File: config.mk
export PLATFORM = sky130hd
export DESIGN_NAME = vga_timing_gen_flat
export DESIGN_NICKNAME = d
export VERILOG_FILES = /design/src/rtl/snake_pkg.sv /design/src/rtl/vga_pkg.sv /design/src/rtl/vga_if.sv /design/src/rtl/vga_mod_counter.sv /design/src/rtl/vga_timing_gen.sv /design/src/flat_wrapper.sv
export SDC_FILE = /design/constraint.sdc
export NUM_CORES = 1
export LEC_CHECK = 0
export ABC_AREA = 0
export ABC_CLOCK_PERIOD_IN_PS = 3300
export BUFFER_PORTS_ARGS = -buffer_cell sky130_fd_sc_hd__buf_4
export CAP_MARGIN = 20
export CORE_ASPECT_RATIO = 0.8
export CORE_MARGIN = 2
export CORE_UTILIZATION = 30
export CTS_CLUSTER_SIZE = 28
export DETAILED_ROUTE_END_ITERATION = 10
export PLACE_DENSITY = 0.44
export SLEW_MARGIN = 20
export SYNTH_ARGS = -nofsm -noshare
export SYNTH_HDL_FRONTEND = slang
export SYNTH_SLANG_ARGS = --single-unit
File: constraint.sdc
create_clock -name clk -period 3.3 [get_ports clk]
set_input_delay 0.495 -clock clk [delete_from_list [all_inputs] [get_ports clk]]
set_output_delay 0.495 -clock clk [all_outputs]
set_load 0.01 [all_outputs]
File: src/rtl/snake_pkg.sv
`default_nettype none
// +----------------------------------------------------------------------------+
// | snake_pkg : run/stop controller state encoding for the timing generator     |
// | Revision : 1.0                                                               |
// +----------------------------------------------------------------------------+
package snake_pkg;
    typedef enum logic [1:0] {
        IDLE     = 2'd0,
        RUN      = 2'd1,
        STOPPING = 2'd2
    } tg_state_t;
endpackage
`default_nettype wire

File: src/rtl/vga_pkg.sv
`default_nettype none
// +----------------------------------------------------------------------------+
// | vga_pkg : 800x600@60 Hz SVGA timing constants and count width               |
// | Revision : 1.0                                                               |
// +----------------------------------------------------------------------------+
package vga_pkg;
    localparam int CNT_W    = 11;
    localparam int H_ACTIVE = 800;
    localparam int H_FP     = 40;
    localparam int H_SYNC   = 128;
    localparam int H_BP     = 88;
    localparam int H_TOTAL  = H_ACTIVE + H_FP + H_SYNC + H_BP;
    localparam int V_ACTIVE = 600;
    localparam int V_FP     = 1;
    localparam int V_SYNC   = 4;
    localparam int V_BP     = 23;
    localparam int V_TOTAL  = V_ACTIVE + V_FP + V_SYNC + V_BP;
endpackage
`default_nettype wire

File: src/rtl/vga_if.sv
`default_nettype none
// +----------------------------------------------------------------------------+
// | vga_if : pixel timing stream from the generator to the draw pipeline        |
// | Revision : 1.0                                                               |
// +----------------------------------------------------------------------------+
interface vga_if;
    import vga_pkg::*;
    logic [CNT_W-1:0] hcount;
    logic [CNT_W-1:0] vcount;
    logic             hblnk;
    logic             vblnk;
    logic             hsync;
    logic             vsync;

    modport out (output hcount, vcount, hblnk, vblnk, hsync, vsync);
    modport in  (input  hcount, vcount, hblnk, vblnk, hsync, vsync);
endinterface
`default_nettype wire

File: src/rtl/vga_mod_counter.sv
`default_nettype none
// +----------------------------------------------------------------------------+
// | vga_mod_counter : modulo-MOD up counter with clear and qualified wrap flag  |
// | Revision : 1.0                                                               |
// +----------------------------------------------------------------------------+
module vga_mod_counter #(
    parameter int MOD = 1056,
    parameter int W   = 11
) (
    input  wire          clk,
    input  wire          rst,
    input  wire          en,
    input  wire          clr,
    output logic [W-1:0] cnt,
    output logic         wrap
);
    localparam logic [W-1:0] LAST = W'(MOD - 1);

    // wrap is qualified by en so it can directly enable a cascaded counter
    assign wrap = en && (cnt == LAST);

    always_ff @(posedge clk or negedge rst) begin
        if (!rst) begin
            cnt <= '0;
        end else if (clr) begin
            cnt <= '0;
        end else if (en) begin
            cnt <= wrap ? '0 : cnt + W'(1);
        end
    end
endmodule
`default_nettype wire

File: src/rtl/vga_timing_gen.sv
`default_nettype none
// +----------------------------------------------------------------------------+
// | vga_timing_gen : SVGA counters, blank/sync decode and frame-aligned run/stop |
// | Revision : 1.0                                                               |
// +----------------------------------------------------------------------------+
module vga_timing_gen
    import vga_pkg::CNT_W;
    import snake_pkg::*;
#(
    parameter int   H_ACTIVE = vga_pkg::H_ACTIVE,
    parameter int   H_FP     = vga_pkg::H_FP,
    parameter int   H_SYNC   = vga_pkg::H_SYNC,
    parameter int   H_BP     = vga_pkg::H_BP,
    parameter int   V_ACTIVE = vga_pkg::V_ACTIVE,
    parameter int   V_FP     = vga_pkg::V_FP,
    parameter int   V_SYNC   = vga_pkg::V_SYNC,
    parameter int   V_BP     = vga_pkg::V_BP,
    parameter logic SYNC_POL = 1'b1
) (
    input  wire  clk,
    input  wire  rst,
    input  wire  enable,
    vga_if.out   vga_out,
    output logic frame_start,
    output logic line_start,
    output logic running
);
    localparam int H_TOTAL = H_ACTIVE + H_FP + H_SYNC + H_BP;
    localparam int V_TOTAL = V_ACTIVE + V_FP + V_SYNC + V_BP;

    localparam logic [CNT_W-1:0] HB_BEG = CNT_W'(H_ACTIVE);
    localparam logic [CNT_W-1:0] HS_BEG = CNT_W'(H_ACTIVE + H_FP);
    localparam logic [CNT_W-1:0] HS_END = CNT_W'(H_ACTIVE + H_FP + H_SYNC);
    localparam logic [CNT_W-1:0] VB_BEG = CNT_W'(V_ACTIVE);
    localparam logic [CNT_W-1:0] VS_BEG = CNT_W'(V_ACTIVE + V_FP);
    localparam logic [CNT_W-1:0] VS_END = CNT_W'(V_ACTIVE + V_FP + V_SYNC);

    tg_state_t        state;
    tg_state_t        state_nxt;
    logic [CNT_W-1:0] h_cnt;
    logic [CNT_W-1:0] v_cnt;
    logic [CNT_W-1:0] h_next;
    logic [CNT_W-1:0] v_next;
    logic             h_en;
    logic             h_wrap;
    logic             v_wrap;
    logic             clr;
    logic             hblnk_r;
    logic             vblnk_r;
    logic             hsync_r;
    logic             vsync_r;

    assign h_en = (state != IDLE);
    assign clr  = (state_nxt == IDLE);

    vga_mod_counter #(.MOD(H_TOTAL), .W(CNT_W)) u_hcnt (
        .clk  (clk),
        .rst  (rst),
        .en   (h_en),
        .clr  (clr),
        .cnt  (h_cnt),
        .wrap (h_wrap)
    );

    vga_mod_counter #(.MOD(V_TOTAL), .W(CNT_W)) u_vcnt (
        .clk  (clk),
        .rst  (rst),
        .en   (h_wrap),
        .clr  (clr),
        .cnt  (v_cnt),
        .wrap (v_wrap)
    );

    // v_wrap is only ever true on the last pixel of a frame while counting
    always_comb begin
        state_nxt = state;
        case (state)
            IDLE:     if (enable) state_nxt = RUN;
            RUN:      if (!enable) state_nxt = STOPPING;
            STOPPING: begin
                if (enable)      state_nxt = RUN;
                else if (v_wrap) state_nxt = IDLE;
            end
            default:  state_nxt = IDLE;
        endcase
    end

    // Count values the counters will hold after this edge, so decode lines up with them
    always_comb begin
        h_next = h_cnt;
        v_next = v_cnt;
        if (clr) begin
            h_next = '0;
            v_next = '0;
        end else if (h_en) begin
            h_next = h_wrap ? '0 : h_cnt + CNT_W'(1);
            if (h_wrap) v_next = v_wrap ? '0 : v_cnt + CNT_W'(1);
        end
    end

    always_ff @(posedge clk or negedge rst) begin
        if (!rst) begin
            state       <= IDLE;
            running     <= 1'b0;
            hblnk_r     <= 1'b1;
            vblnk_r     <= 1'b1;
            hsync_r     <= ~SYNC_POL;
            vsync_r     <= ~SYNC_POL;
            frame_start <= 1'b0;
            line_start  <= 1'b0;
        end else begin
            state   <= state_nxt;
            running <= (state_nxt != IDLE);
            if (state_nxt == IDLE) begin
                hblnk_r     <= 1'b1;
                vblnk_r     <= 1'b1;
                hsync_r     <= ~SYNC_POL;
                vsync_r     <= ~SYNC_POL;
                frame_start <= 1'b0;
                line_start  <= 1'b0;
            end else begin
                hblnk_r     <= (h_next >= HB_BEG);
                vblnk_r     <= (v_next >= VB_BEG);
                hsync_r     <= ((h_next >= HS_BEG) && (h_next < HS_END)) ? SYNC_POL : ~SYNC_POL;
                vsync_r     <= ((v_next >= VS_BEG) && (v_next < VS_END)) ? SYNC_POL : ~SYNC_POL;
                frame_start <= (h_next == '0) && (v_next == '0);
                line_start  <= (h_next == '0);
            end
        end
    end

    assign vga_out.hcount = h_cnt;
    assign vga_out.vcount = v_cnt;
    assign vga_out.hblnk  = hblnk_r;
    assign vga_out.vblnk  = vblnk_r;
    assign vga_out.hsync  = hsync_r;
    assign vga_out.vsync  = vsync_r;
endmodule
`default_nettype wire

File: src/flat_wrapper.sv
// flat-port wrapper written by rule: the top's interface ports become plain ports
module vga_timing_gen_flat import vga_pkg::CNT_W; import snake_pkg::*;
#(
    parameter int   H_ACTIVE = vga_pkg::H_ACTIVE,
    parameter int   H_FP     = vga_pkg::H_FP,
    parameter int   H_SYNC   = vga_pkg::H_SYNC,
    parameter int   H_BP     = vga_pkg::H_BP,
    parameter int   V_ACTIVE = vga_pkg::V_ACTIVE,
    parameter int   V_FP     = vga_pkg::V_FP,
    parameter int   V_SYNC   = vga_pkg::V_SYNC,
    parameter int   V_BP     = vga_pkg::V_BP,
    parameter logic SYNC_POL = 1'b1
)
  (clk, rst, enable, frame_start, line_start, running, vga_out_hcount, vga_out_vcount, vga_out_hblnk, vga_out_vblnk, vga_out_hsync, vga_out_vsync);
  vga_if vga_out_i ();
  input  wire clk;
  input  wire rst;
  input  wire enable;
  output logic frame_start;
  output logic line_start;
  output logic running;
  output wire logic [$bits(vga_out_i.hcount)-1:0] vga_out_hcount;
  output wire logic [$bits(vga_out_i.vcount)-1:0] vga_out_vcount;
  output wire logic [$bits(vga_out_i.hblnk)-1:0] vga_out_hblnk;
  output wire logic [$bits(vga_out_i.vblnk)-1:0] vga_out_vblnk;
  output wire logic [$bits(vga_out_i.hsync)-1:0] vga_out_hsync;
  output wire logic [$bits(vga_out_i.vsync)-1:0] vga_out_vsync;
  assign vga_out_hcount = vga_out_i.hcount;
  assign vga_out_vcount = vga_out_i.vcount;
  assign vga_out_hblnk = vga_out_i.hblnk;
  assign vga_out_vblnk = vga_out_i.vblnk;
  assign vga_out_hsync = vga_out_i.hsync;
  assign vga_out_vsync = vga_out_i.vsync;
  vga_timing_gen #(.H_ACTIVE(H_ACTIVE), .H_FP(H_FP), .H_SYNC(H_SYNC), .H_BP(H_BP), .V_ACTIVE(V_ACTIVE), .V_FP(V_FP), .V_SYNC(V_SYNC), .V_BP(V_BP), .SYNC_POL(SYNC_POL)) u_core (.clk(clk), .rst(rst), .enable(enable), .vga_out(vga_out_i), .frame_start(frame_start), .line_start(line_start), .running(running));
endmodule
==> results of run 1 <==
==> state kept, by name (all words and copies together), names as in the netlist <==
| signal | cells |
|---|---|
| u_core.u_hcnt.cnt | 11 |
| u_core.u_vcnt.cnt | 11 |
| u_core.state | 2 |
| u_core.frame_start | 1 |
| u_core.line_start | 1 |
| u_core.running | 1 |
| u_core.vga_out.hblnk | 1 |
| u_core.vga_out.hsync | 1 |
| u_core.vga_out.vblnk | 1 |
| u_core.vga_out.vsync | 1 |
==> worst paths after layout <==
check | end | slack, ps | startpoint
min | u_core.vga_out.hsync | 140 | rst
max | u_core.frame_start | 320 | u_core.u_hcnt.cnt[0]
max in group asynchronous | u_core.vga_out.vblnk | 2830 | rst
max reg2reg | u_core.frame_start | 320 | u_core.u_hcnt.cnt[0]
min in group clk | u_core.state[1] | 400 | enable
min reg2reg | u_core.u_vcnt.cnt[7] | 620 | u_core.u_vcnt.cnt[7]
==> per-layer routing <==
metal	global-route usage	wire [um]
met4	0.06061	54
met5	0	0
met3	0.03850	308
met1	0.2576	2836
met2	0.2059	1976
==> synth_stat cells, types with 2 or more instances <==
| cell type | instances | share of area |
|---|---|---|
| sky130_fd_sc_hd__o2111ai_1 | 4 | 0.019 |
| sky130_fd_sc_hd__inv_1 | 14 | 0.029 |
| sky130_fd_sc_hd__a21oi_1 | 12 | 0.033 |
| sky130_fd_sc_hd__o211ai_1 | 3 | 0.012 |
| sky130_fd_sc_hd__nor3b_1 | 2 | 0.0082 |
| sky130_fd_sc_hd__ha_1 | 2 | 0.014 |
| sky130_fd_sc_hd__nor3_1 | 7 | 0.019 |
| sky130_fd_sc_hd__o31ai_1 | 3 | 0.012 |
| sky130_fd_sc_hd__nand3_1 | 5 | 0.014 |
| sky130_fd_sc_hd__a21o_1 | 2 | 0.0082 |
| sky130_fd_sc_hd__xnor2_1 | 9 | 0.043 |
| sky130_fd_sc_hd__xor2_1 | 2 | 0.0095 |
| sky130_fd_sc_hd__nor4_1 | 3 | 0.010 |
| sky130_fd_sc_hd__o21ai_0 | 10 | 0.027 |
| sky130_fd_sc_hd__buf_6 | 2 | 0.012 |
| sky130_fd_sc_hd__mux2i_1 | 2 | 0.011 |
| sky130_fd_sc_hd__o21a_1 | 2 | 0.0082 |
| sky130_fd_sc_hd__nor4b_1 | 2 | 0.0095 |
| sky130_fd_sc_hd__or4_1 | 2 | 0.0082 |
| sky130_fd_sc_hd__clkbuf_1 | 4 | 0.0082 |
| sky130_fd_sc_hd__and3_1 | 2 | 0.0068 |
| sky130_fd_sc_hd__dfstp_2 | 2 | 0.029 |
| sky130_fd_sc_hd__dfrtp_1 | 29 | 0.40 |
| sky130_fd_sc_hd__or3_1 | 9 | 0.031 |
| sky130_fd_sc_hd__nand2_1 | 16 | 0.033 |
| sky130_fd_sc_hd__nor2_1 | 17 | 0.035 |
| sky130_fd_sc_hd__and2_1 | 5 | 0.017 |
| sky130_fd_sc_hd__nand4_1 | 4 | 0.014 |
| sky130_fd_sc_hd__or4_4 | 2 | 0.012 |
| sky130_fd_sc_hd__o31a_1 | 2 | 0.0095 |
| sky130_fd_sc_hd__a211oi_1 | 2 | 0.0082 |
==> stage by stage <==
stage / utilization / hold WS [ps] / area [sq um]
floorplan: - / 199.4 / 1837
global placement: 0.3731 / 459.1 / 2206
detailed placement: 0.3731 / 463.1 / 2206
CTS: 0.3869 / 154.4 / 2287
global route: 0.3879 / 164.3 / 2293
finish: 0.3879 / 144.1 / 2293
==> power groups by stage <==
stage | logic (W) | registers [W] | clock network, W
after floorplan | 0.0000776 | 0.000441 | 0
after global placement | 0.000171 | 0.000432 | 0
after detailed placement | 0.000169 | 0.000432 | 0
after CTS | 0.000169 | 0.000426 | 0.000297
after global routing | 0.000185 | 0.000429 | 0.000320
final | 0.000167 | 0.000426 | 0.000288
==> layout by cell type (no fill, tap or decap), types with 3 or more instances in the layout <==
cell                        count
sky130_fd_sc_hd__xnor2_1        9
sky130_fd_sc_hd__nor3_1         7
sky130_fd_sc_hd__o211ai_1       3
sky130_fd_sc_hd__nand4_1        4
sky130_fd_sc_hd__or3_1          9
sky130_fd_sc_hd__o2111ai_1      4
sky130_fd_sc_hd__nor2_1        17
sky130_fd_sc_hd__a21oi_1       12
sky130_fd_sc_hd__buf_4         42
sky130_fd_sc_hd__dfrtp_1       29
sky130_fd_sc_hd__and2_1         5
sky130_fd_sc_hd__nor4_1         3
sky130_fd_sc_hd__nand3_1        5
sky130_fd_sc_hd__inv_1         14
sky130_fd_sc_hd__o31ai_1        3
sky130_fd_sc_hd__o21ai_0       10
sky130_fd_sc_hd__clkbuf_8       5
sky130_fd_sc_hd__nand2_1       16
==> logic make-up (layout without fill, tap and decap cells) <==
| group | Yosys count | after routing |
|---|---|---|
| AOI/OAI and AO/OA | 48 | 48 |
| xor gates and xnor gates | 11 | 11 |
| adders and majority gates | 2 | 2 |
| buffers and inverters | 22 | 64 |
| DFF | 31 | 31 |
| muxes | 2 | 2 |
| and+or+nand+nor | 86 | 86 |
==> cell type report <==
type	instances	share of cell area
inverters	14	0.02291
multi-input cells	149	0.4206
flip-flops and latches	31	0.3393
repair buffers	42	0.1375
clock buffers	7	0.03328
well taps	81	0.04419
clock inverters	1	0.002182
==> worst max-delay path: stages (launching register included) <==
cell                        delay, ps
sky130_fd_sc_hd__dfrtp_1          460
sky130_fd_sc_hd__ha_1             230
sky130_fd_sc_hd__o2111ai_1        350
sky130_fd_sc_hd__or4_4            710
sky130_fd_sc_hd__or4_4            510
sky130_fd_sc_hd__a211oi_2         260
sky130_fd_sc_hd__o21ai_1          100
sky130_fd_sc_hd__nor4_2           270
==> qor.json, run 1 <==
{
  "outcome": {
    "outcome": "complete, no violations"
  },
  "timing": {
    "worst-slew-pin-transition_ps": 710.4,
    "setup-tns-final_ps": 0,
    "final_period_minus_worst_setup_slack_ps": 2983,
    "skew_ps": 4.526,
    "timing.final.setup_violations": 0,
    "final-hold-violation-count": 0,
    "fin_crit_sh": 0.9040,
    "normalized_max_slew_margin": 0.5259,
    "clock.fmax_mhz": 335.2,
    "slew_viol_final": 0,
    "rsz0062_at_grt": "false",
    "postLayoutSetupSlackWorst_ps": 316.8
  },
  "critical_path": {
    "criticalPathCategory": "flip-flop to flip-flop",
    "path_max_fanout": 8,
    "critPathArrivalTime_ps": 3170,
    "critical_path_required_ps": 3490,
    "ff2ff_path_depth": 7,
    "timing.critical_path.to_type": "flip-flop",
    "cp-start-kind": "flip-flop"
  },
  "pwr": {
    "total_power_w": 0.0008807,
    "power_frac_clock": 0.328,
    "portion_of_total_power_attributed_to_combinational_logic": 0.189,
    "power_frac_seq": 0.483,
    "peakVddDrop_uv": 173.1,
    "cell_internal_pwr_w": 0.0006277,
    "power.static_leakage_nw": 1.010,
    "power_density_nw_per_um2": 384.0,
    "switching_share": 0.2873,
    "power.switching_w": 0.0002530
  },
  "place": {
    "detailedPlacementHpwl_um": 3953,
    "place_ws_ps": 308.4,
    "post-place-cells": 317,
    "place.port_buffers": 31,
    "globalplace.congestion": 0.7800
  },
  "cts": {
    "post_cts.repair.setup_buffers": 0,
    "hold_buffers": 0,
    "cts.root.buffer_cell": "sky130_fd_sc_hd__clkbuf_8",
    "tritoncts_buffer_count": 5,
    "clkTransAtPathRegs_ps": 70,
    "cts.htree.levels": 2,
    "cts.path.max_buffers": 2,
    "clk_latency_ps": 280,
    "count_of_cells_resized_by_post_cts_repair": 0,
    "clock_tree_from_tritoncts": "built",
    "clock_sinks": 31
  },
  "logic_synthesis": {
    "postSynthRegisterBits": 31,
    "netlist_area_before_placement_sq_um": 1837,
    "ys_async_sr_fraction": 1.000,
    "largest_family_of_logic_cells_by_synthesized_area": "simple AND/OR/NAND/NOR gates",
    "synth-edff-count": 0,
    "synth.net_count": 207,
    "post_synth_fa_ha_maj_area_fraction": 0.01362,
    "synth-simple-area-share": 0.2691,
    "synthesized_area_fraction_occupied_by_xor_and_xnor_cells": 0.05245,
    "portion_of_the_post_synthesis_area_used_by_sequential_elements": 0.4237,
    "synthFlopType": "sky130_fd_sc_hd__dfrtp_1",
    "syn_inst": 202,
    "mean_area_per_synthesized_cell_sq_um": 9.093,
    "complex_gate_fraction_of_the_synthesized_area": 0.1757,
    "post_synth_mux_area_share": 0.01090,
    "synth-warning-count": 0,
    "yosysUniqueCellTypes": 51
  },
  "floorplanning": {
    "core_area_sq_um": 5912,
    "num_io_pins": 32,
    "placementRows": 25,
    "chipWidth_um": 91.48,
    "height_of_the_chip_um": 73.99,
    "dieArea_sq_um": 6768,
    "initial_utilization": 0.3107
  },
  "grt": {
    "grt_overflow": 0,
    "largest_net_degree_at_the_start_of_global_routing": 32,
    "initial_antenna_violation_count": 0,
    "grt_pass1_wl_um": 8355,
    "first_global_vias": 1550,
    "groute.usage.overall": 0.1618
  },
  "cells_and_area": {
    "area_grow_syn2layout_pct": 24.86,
    "seqCellArea_sq_um": 778.2,
    "antennaDiodeCount": 0,
    "drive_above_1_share": 0.2418,
    "final_nets": 248,
    "final_cell_count_no_fill": 325,
    "multi_input_area_sq_um": 964.7,
    "num-fill-cells": 610
  },
  "min_path": {
    "worstHoldPathType": "input port to async pin"
  },
  "detailed_routing": {
    "wl_per_cell_um": 15.92,
    "avgViaCountPerCell": 5.043,
    "drt_wl_total_um": 5175,
    "first_pass_iters": 4,
    "number_of_nets_with_antenna_violations_after_detailed_routing": 0,
    "initialDrtViolationCount": 205,
    "remaining_drc_errors": 0,
    "routed-via-count": 1639
  },
  "flow_run": {
    "drv.max_cap_violation_count": 0
  }
}
Power figures use the tool's default switching activity.
==> run 2: changes to the inputs <==
Settings changed: CORE_ASPECT_RATIO 0.8 to 1.2, CTS_CLUSTER_DIAMETER set to 30.
==> qor.json, run 2 (synthesized netlist as in run 1, its figures left out) <==
{
  "timing": {
    "rsz0062_at_grt": {"value": "false", "change": "unchanged"},
    "setup-tns-final": {"value": 0, "unit": "ps", "change": "unchanged"},
    "normalized_max_slew_margin": {"value": 0.6568, "change": "was 0.5259"},
    "fin_crit_sh": {"value": 0.8711, "change": "was 0.9040"},
    "skew": {"value": 6.315, "unit": "ps", "change": "was 4.526 ps"},
    "final-hold-violation-count": {"value": 0, "change": "unchanged"},
    "clock.fmax": {"value": 347.9, "unit": "MHz", "change": "was 335.2 MHz"},
    "slew_viol_final": {"value": 0, "change": "unchanged"},
    "final_period_minus_worst_setup_slack": {"value": 2875, "unit": "ps", "change": "was 2983 ps"},
    "timing.final.setup_violations": {"value": 0, "change": "unchanged"},
    "worst-slew-pin-transition": {"value": 512.6, "unit": "ps", "change": "was 710.4 ps"}
  },
  "flow_run": {
    "drv.max_cap_violation_count": {"value": 0, "change": "unchanged"}
  },
  "cts": {
    "cts.root.buffer_cell": {"value": "sky130_fd_sc_hd__clkbuf_8", "change": "unchanged"},
    "clock_tree_from_tritoncts": {"value": "built", "change": "unchanged"},
    "tritoncts_buffer_count": {"value": 5, "change": "unchanged"},
    "clock_sinks": {"value": 31, "change": "unchanged"},
    "hold_buffers": {"value": 0, "change": "unchanged"},
    "post_cts.repair.setup_buffers": {"value": 0, "change": "unchanged"},
    "clkTransAtPathRegs": {"value": 70, "unit": "ps", "change": "about the same"},
    "count_of_cells_resized_by_post_cts_repair": {"value": 0, "change": "unchanged"},
    "clk_latency": {"value": 280, "unit": "ps", "change": "about the same"},
    "cts.htree.levels": {"value": 2, "change": "unchanged"},
    "cts.path.max_buffers": {"value": 2, "change": "unchanged"}
  },
  "pwr": {
    "power_density": {"value": 390.2, "unit": "nW/um^2", "change": "was 384.0 nW/um^2"},
    "power.static_leakage": {"value": 0.9674, "unit": "nW", "change": "was 1.010 nW"},
    "total_power": {"value": 0.0008764, "unit": "W", "change": "was 0.0008807 W"},
    "peakVddDrop": {"value": 180.4, "unit": "uV", "change": "was 173.1 uV"}
  },
  "grt": {
    "grt_overflow": {"value": 0, "change": "unchanged"},
    "first_global_vias": {"value": 1647, "change": "was 1,550"},
    "largest_net_degree_at_the_start_of_global_routing": {"value": 32, "change": "unchanged"},
    "initial_antenna_violation_count": {"value": 0, "change": "unchanged"},
    "grt_pass1_wl": {"value": 8528, "unit": "um", "change": "was 8355 um"},
    "groute.usage.overall": {"value": 0.1641, "change": "was 0.1618"}
  },
  "place": {
    "detailedPlacementHpwl": {"value": 3975, "unit": "um", "change": "was 3953 um"},
    "place.port_buffers": {"value": 31, "change": "unchanged"},
    "globalplace.congestion": {"value": 0.8221, "change": "was 0.7800"}
  },
  "detailed_routing": {
    "number_of_nets_with_antenna_violations_after_detailed_routing": {"value": 0, "change": "unchanged"},
    "first_pass_iters": {"value": 4, "change": "unchanged"},
    "drt_wl_total": {"value": 5219, "unit": "um", "change": "was 5175 um"},
    "initialDrtViolationCount": {"value": 70, "change": "was 205"},
    "avgViaCountPerCell": {"value": 5.206, "change": "was 5.043"},
    "routed-via-count": {"value": 1666, "change": "was 1,639"},
    "remaining_drc_errors": {"value": 0, "change": "unchanged"},
    "wl_per_cell": {"value": 16.31, "unit": "um", "change": "was 15.92 um"}
  },
  "critical_path": {
    "cp-start-kind": {"value": "flip-flop", "change": "unchanged"},
    "timing.critical_path.slowest_cell_delay": {"value": 590, "unit": "ps", "change": "was 710 ps"},
    "critPathLaunch": {"value": "u_core.u_hcnt.cnt[5]", "change": "was u_core.u_hcnt.cnt[0]"},
    "timing.critical_path.cells": {"value": "or4b_4 -> or4_4 -> or4_4 -> a211oi_2 -> o21ai_1 -> nor4_2", "change": "was ha_1 -> o2111ai_1 -> or4_4 -> or4_4 -> a211oi_2 -> o21ai_1 -> nor4_2"},
    "timing.critical_path.to_type": {"value": "flip-flop", "change": "unchanged"},
    "crit_slowest_cell": {"value": "sky130_fd_sc_hd__or4b_4", "change": "was sky130_fd_sc_hd__or4_4"},
    "ff2ff_path_depth": {"value": 6, "change": "was 7"},
    "worstReg2RegStart": {"value": "u_core.u_hcnt.cnt[5]", "change": "was u_core.u_hcnt.cnt[0]"},
    "worst_path_most_repeated_cell": {"value": "sky130_fd_sc_hd__or4_4", "change": "unchanged"},
    "rrSetupSlack": {"value": 430, "unit": "ps", "change": "was 320 ps"},
    "path_max_fanout": {"value": 10, "change": "was 8"},
    "critical_path_required": {"value": 3490, "unit": "ps", "change": "about the same"},
    "critPathArrivalTime": {"value": 3070, "unit": "ps", "change": "was 3170 ps"},
    "criticalPathCategory": {"value": "flip-flop to flip-flop", "change": "unchanged"},
    "r2r_end": {"value": "u_core.frame_start", "change": "unchanged"}
  },
  "floorplanning": {
    "height_of_the_chip": {"value": 89.72, "unit": "um", "change": "was 73.99 um"},
    "placementRows": {"value": 31, "change": "was 25"},
    "dieArea": {"value": 6767, "unit": "sq um", "change": "was 6768 sq um"},
    "initial_utilization": {"value": 0.3075, "change": "was 0.3107"},
    "num_io_pins": {"value": 32, "change": "unchanged"},
    "chipWidth": {"value": 75.43, "unit": "um", "change": "was 91.48 um"},
    "core_area": {"value": 5973, "unit": "sq um", "change": "was 5912 sq um"}
  },
  "cells_and_area": {
    "commonest_cells_after_routing_fill_and_taps_aside": {"value": "36 x sky130_fd_sc_hd__buf_4, 29 x sky130_fd_sc_hd__dfrtp_1, 17 x sky130_fd_sc_hd__nor2_1", "change": "was 42 x sky130_fd_sc_hd__buf_4, 29 x sky130_fd_sc_hd__dfrtp_1, 17 x sky130_fd_sc_hd__nor2_1"},
    "final_nets": {"value": 242, "change": "was 248"},
    "num-fill-cells": {"value": 660, "change": "was 610"},
    "top_regs": {"value": "u_core.u_hcnt.cnt (11), u_core.u_vcnt.cnt (11), u_core.state (2)", "change": "unchanged"},
    "antennaDiodeCount": {"value": 0, "change": "unchanged"},
    "drive_above_1_share": {"value": 0.2311, "change": "was 0.2418"},
    "area_grow_syn2layout": {"value": 22.27, "unit": "%", "change": "was 24.86%"},
    "layout_commonest_cell": {"value": "sky130_fd_sc_hd__buf_4", "change": "unchanged"}
  },
  "outcome": {
    "outcome": {"value": "complete, no violations", "change": "unchanged"}
  },
  "min_path": {
    "worstHoldPathType": {"value": "input port to async pin", "change": "unchanged"}
  }
}
[run 2: changes by cell type in the layout (fill, tap and decap cells not counted)]
cell / before / now
sky130_fd_sc_hd__buf_4: 42 / 36
sky130_fd_sc_hd__clkbuf_1: 2 / 0
sky130_fd_sc_hd__clkinv_2: 1 / 3
sky130_fd_sc_hd__nor3_2: 0 / 1
sky130_fd_sc_hd__nor3_4: 1 / 0
[run 2: worst max path at each step]
stage | end | slack, ps | cells past startpoint
after floorplan | u_core.frame_start | 410 | 8
after global placement | u_core.frame_start | 430 | 7
after detailed placement | u_core.frame_start | 430 | 6
after CTS | u_core.frame_start | 410 | 6
after global routing | u_core.frame_start | 170 | 6
final | u_core.frame_start | 430 | 6
[run 2: layout make-up]
| cell class | instances | area [sq um] | share of cell area |
|---|---|---|---|
| clock buffer | 5 | 68.82 | 0.03064 |
| sequential | 31 | 778.2 | 0.3465 |
| inverter | 14 | 52.55 | 0.02340 |
| clock inverter | 3 | 15.01 | 0.006685 |
| timing repair buffer | 36 | 270.3 | 0.1203 |
| tap | 82 | 102.6 | 0.04568 |
| multi-input combinational | 149 | 958.4 | 0.4267 |
[run 2: power breakdown]
part	internal, W	total [W]	leakage, nW	switching, W
Combinational	0.0000685	0.000151	0.504	0.0000828
Sequential	0.000405	0.000433	0.416	0.0000281
Clock	0.000144	0.000292	0.0477	0.000148
[run 2: worst max-delay path, delay by kind of cell (launching register included)]
family | cells | cell delay, ps
flip-flops | 1 | 470
AO/OA/AOI/OAI | 2 | 360
AND/OR/NAND/NOR | 4 | 1960
[run 2: layer usage]
metal / vias to the layer above / global-route usage / wire length (um)
met5: - / 0 / 0
met3: 6 / 0.02803 / 134
met1: 824 / 0.2114 / 2221
li1: 809 / - / -
met2: 27 / 0.2761 / 2798
met4: 0 / 0.04532 / 65
[run 2: per-stage QoR]
| step | worst slack (ps) | instances | util | hold slack, ps | area (sq um) |
|---|---|---|---|---|---|
| after detailed placement | 427.1 | 312 | 0.3620 | 466.7 | 2162 |
| final | 425.2 | 320 | 0.3760 | 136.8 | 2246 |
| after global routing | 173.5 | 320 | 0.3760 | 165.6 | 2246 |
| after global placement | 428.2 | 312 | 0.3620 | 468.1 | 2162 |
| after CTS | 407.8 | 320 | 0.3760 | 157.0 | 2246 |
| after floorplan | 409.8 | 202 | - | 199.4 | 1837 |
==> run 3: changes to the inputs <==
Settings changed: CORE_MARGIN 2 to 3.
==> qor.json, run 3 (synthesized netlist as in run 1, its figures left out) <==
{
  "cells_and_area": {
    "drive_above_1_share": {"value": 0.2278, "change": "was 0.2311"},
    "antennaDiodeCount": {"value": 0, "change": "unchanged"},
    "num-fill-cells": {"value": 610, "change": "was 660"},
    "layout_commonest_cell": {"value": "sky130_fd_sc_hd__buf_4", "change": "unchanged"},
    "top_regs": {"value": "u_core.u_hcnt.cnt (11), u_core.u_vcnt.cnt (11), u_core.state (2)", "change": "unchanged"},
    "commonest_cells_after_routing_fill_and_taps_aside": {"value": "35 x sky130_fd_sc_hd__buf_4, 29 x sky130_fd_sc_hd__dfrtp_1, 17 x sky130_fd_sc_hd__nor2_1", "change": "was 36 x sky130_fd_sc_hd__buf_4, 29 x sky130_fd_sc_hd__dfrtp_1, 17 x sky130_fd_sc_hd__nor2_1"},
    "final_nets": {"value": 241, "change": "was 242"},
    "area_grow_syn2layout": {"value": 23.57, "unit": "%", "change": "was 22.27%"},
    "post-route-cell-area": {"value": 2270, "unit": "sq um", "change": "was 2246 sq um"}
  },
  "timing": {
    "normalized_max_slew_margin": {"value": 0.6221, "change": "was 0.6568"},
    "worst_hold_slack": {"value": 137.9, "unit": "ps", "change": "was 136.8 ps"},
    "clock.fmax": {"value": 340.4, "unit": "MHz", "change": "was 347.9 MHz"},
    "postLayoutSetupSlackWorst": {"value": 362.3, "unit": "ps", "change": "was 425.2 ps"},
    "worst-slew-pin-transition": {"value": 561.0, "unit": "ps", "change": "was 512.6 ps"},
    "final_period_minus_worst_setup_slack": {"value": 2938, "unit": "ps", "change": "was 2875 ps"},
    "timing.final.setup_violations": {"value": 0, "change": "unchanged"},
    "final-hold-violation-count": {"value": 0, "change": "unchanged"},
    "setup-tns-final": {"value": 0, "unit": "ps", "change": "unchanged"},
    "rsz0062_at_grt": {"value": "false", "change": "unchanged"},
    "slew_viol_final": {"value": 0, "change": "unchanged"},
    "fin_crit_sh": {"value": 0.8902, "change": "was 0.8711"},
    "skew": {"value": 7.050, "unit": "ps", "change": "was 6.315 ps"}
  },
  "grt": {
    "largest_net_degree_at_the_start_of_global_routing": {"value": 32, "change": "unchanged"},
    "grt_pass1_wl": {"value": 8493, "unit": "um", "change": "was 8528 um"},
    "first_global_vias": {"value": 1752, "change": "was 1,647"},
    "groute.usage.overall": {"value": 0.1540, "change": "was 0.1641"},
    "grt_overflow": {"value": 0, "change": "unchanged"},
    "initial_antenna_violation_count": {"value": 0, "change": "unchanged"}
  },
  "cts": {
    "cts.htree.levels": {"value": 2, "change": "unchanged"},
    "clk_latency": {"value": 280, "unit": "ps", "change": "about the same"},
    "cts.root.buffer_cell": {"value": "sky130_fd_sc_hd__clkbuf_8", "change": "unchanged"},
    "clkTransAtPathRegs": {"value": 70, "unit": "ps", "change": "about the same"},
    "clock_sinks": {"value": 31, "change": "unchanged"},
    "clock_tree_from_tritoncts": {"value": "built", "change": "unchanged"},
    "tritoncts_buffer_count": {"value": 5, "change": "unchanged"},
    "count_of_cells_resized_by_post_cts_repair": {"value": 0, "change": "unchanged"},
    "cts.path.max_buffers": {"value": 2, "change": "unchanged"},
    "hold_buffers": {"value": 0, "change": "unchanged"},
    "post_cts.repair.setup_buffers": {"value": 0, "change": "unchanged"}
  },
  "floorplanning": {
    "core_area": {"value": 5781, "unit": "sq um", "change": "was 5973 sq um"},
    "dieArea": {"value": 7101, "unit": "sq um", "change": "was 6767 sq um"},
    "placementRows": {"value": 30, "change": "was 31"},
    "num_io_pins": {"value": 32, "change": "unchanged"},
    "chipWidth": {"value": 77.43, "unit": "um", "change": "was 75.43 um"},
    "height_of_the_chip": {"value": 91.72, "unit": "um", "change": "was 89.72 um"},
    "initial_utilization": {"value": 0.3177, "change": "was 0.3075"}
  },
  "detailed_routing": {
    "drt_wl_total": {"value": 5075, "unit": "um", "change": "was 5219 um"},
    "first_pass_iters": {"value": 4, "change": "unchanged"},
    "remaining_drc_errors": {"value": 0, "change": "unchanged"},
    "avgViaCountPerCell": {"value": 5.240, "change": "was 5.206"},
    "wl_per_cell": {"value": 16.01, "unit": "um", "change": "was 16.31 um"},
    "routed-via-count": {"value": 1661, "change": "was 1,666"},
    "initialDrtViolationCount": {"value": 123, "change": "was 70"},
    "number_of_nets_with_antenna_violations_after_detailed_routing": {"value": 0, "change": "unchanged"}
  },
  "critical_path": {
    "cp-start-kind": {"value": "flip-flop", "change": "unchanged"},
    "worstReg2RegStart": {"value": "u_core.u_hcnt.cnt[4]", "change": "was u_core.u_hcnt.cnt[5]"},
    "path_max_fanout": {"value": 11, "change": "was 10"},
    "critPathArrivalTime": {"value": 3130, "unit": "ps", "change": "was 3070 ps"},
    "timing.critical_path.to_type": {"value": "flip-flop", "change": "unchanged"},
    "rrSetupSlack": {"value": 360, "unit": "ps", "change": "was 430 ps"},
    "r2r_end": {"value": "u_core.frame_start", "change": "unchanged"},
    "critical_path_required": {"value": 3490, "unit": "ps", "change": "about the same"},
    "criticalPathCategory": {"value": "flip-flop to flip-flop", "change": "unchanged"},
    "critPathLaunch": {"value": "u_core.u_hcnt.cnt[4]", "change": "was u_core.u_hcnt.cnt[5]"},
    "ff2ff_path_depth": {"value": 6, "change": "unchanged"}
  },
  "min_path": {
    "worstHoldPathType": {"value": "input port to async pin", "change": "unchanged"}
  },
  "outcome": {
    "outcome": {"value": "complete, no violations", "change": "unchanged"}
  },
  "place": {
    "place_ws": {"value": 370.5, "unit": "ps", "change": "was 427.1 ps"},
    "placed_area": {"value": 2152, "unit": "sq um", "change": "was 2162 sq um"},
    "place.port_buffers": {"value": 31, "change": "unchanged"},
    "detailedPlacementHpwl": {"value": 4010, "unit": "um", "change": "was 3975 um"},
    "globalplace.congestion": {"value": 0.8565, "change": "was 0.8221"}
  },
  "pwr": {
    "power_density": {"value": 427.1, "unit": "nW/um^2", "change": "was 390.2 nW/um^2"},
    "peakVddDrop": {"value": 157.2, "unit": "uV", "change": "was 180.4 uV"},
    "total_power": {"value": 0.0009694, "unit": "W", "change": "was 0.0008764 W"},
    "power.static_leakage": {"value": 0.9755, "unit": "nW", "change": "was 0.9674 nW"}
  },
  "flow_run": {
    "drv.max_cap_violation_count": {"value": 0, "change": "unchanged"}
  }
}
-- run 3: changes by cell type in the layout (fill, tap and decap cells not counted) --
cell                        before  now
sky130_fd_sc_hd__clkinv_2        3    1
sky130_fd_sc_hd__bufinv_16       0    1
sky130_fd_sc_hd__buf_4          36   35
sky130_fd_sc_hd__clkbuf_8        5    6
-- run 3: worst max path at each step --
stage	slack [ps]	cells after the start	end
CTS	350	6	u_core.vga_out.vsync
detailed placement	370	6	u_core.frame_start
global route	200	6	u_core.vga_out.vsync
finish	360	6	u_core.frame_start
floorplan	410	8	u_core.frame_start
global placement	390	6	u_core.vga_out.vsync
-- run 3: cell type report --
| class | count | area, sq um | area share |
|---|---|---|---|
| Clock buffer | 6 | 82.58 | 0.03638 |
| Clock inverter | 2 | 35.03 | 0.01544 |
| Inverter | 14 | 52.55 | 0.02315 |
| Multi-Input combinational cell | 149 | 958.4 | 0.4223 |
| Sequential cell | 31 | 778.2 | 0.3429 |
| Tap cell | 80 | 100.1 | 0.04410 |
| Timing Repair Buffer | 35 | 262.8 | 0.1158 |
-- run 3: report_power, final --
part	internal (W)	total [W]	switching (W)	leakage, nW
clock network	0.000244	0.000386	0.000142	0.0612
logic	0.0000689	0.000150	0.0000815	0.498
registers	0.000405	0.000433	0.0000285	0.416
-- run 3: critical path, cell delays in order (launching register included) --
cell                       delay, ps
sky130_fd_sc_hd__dfrtp_1         530
sky130_fd_sc_hd__or4b_4          520
sky130_fd_sc_hd__nor3_2          460
sky130_fd_sc_hd__o311ai_1        180
sky130_fd_sc_hd__a211oi_1        220
sky130_fd_sc_hd__or4b_2          670
sky130_fd_sc_hd__nor4_2          270
-- run 3: per-stage QoR --
step                instances    util
floorplan                 202       -
global placement          309  0.3723
detailed placement        309  0.3723
CTS                       317  0.3926
global route              317  0.3926
finish                    317  0.3926
-- run 3: metal layers --
metal / up-vias / track usage / part of all wire
met5: - / 0 / 0
met2: 43 / 0.2824 / 0.53
met1: 798 / 0.1633 / 0.40
li1: 809 / - / -
met3: 11 / 0.03242 / 0.039
met4: 0 / 0.08012 / 0.029
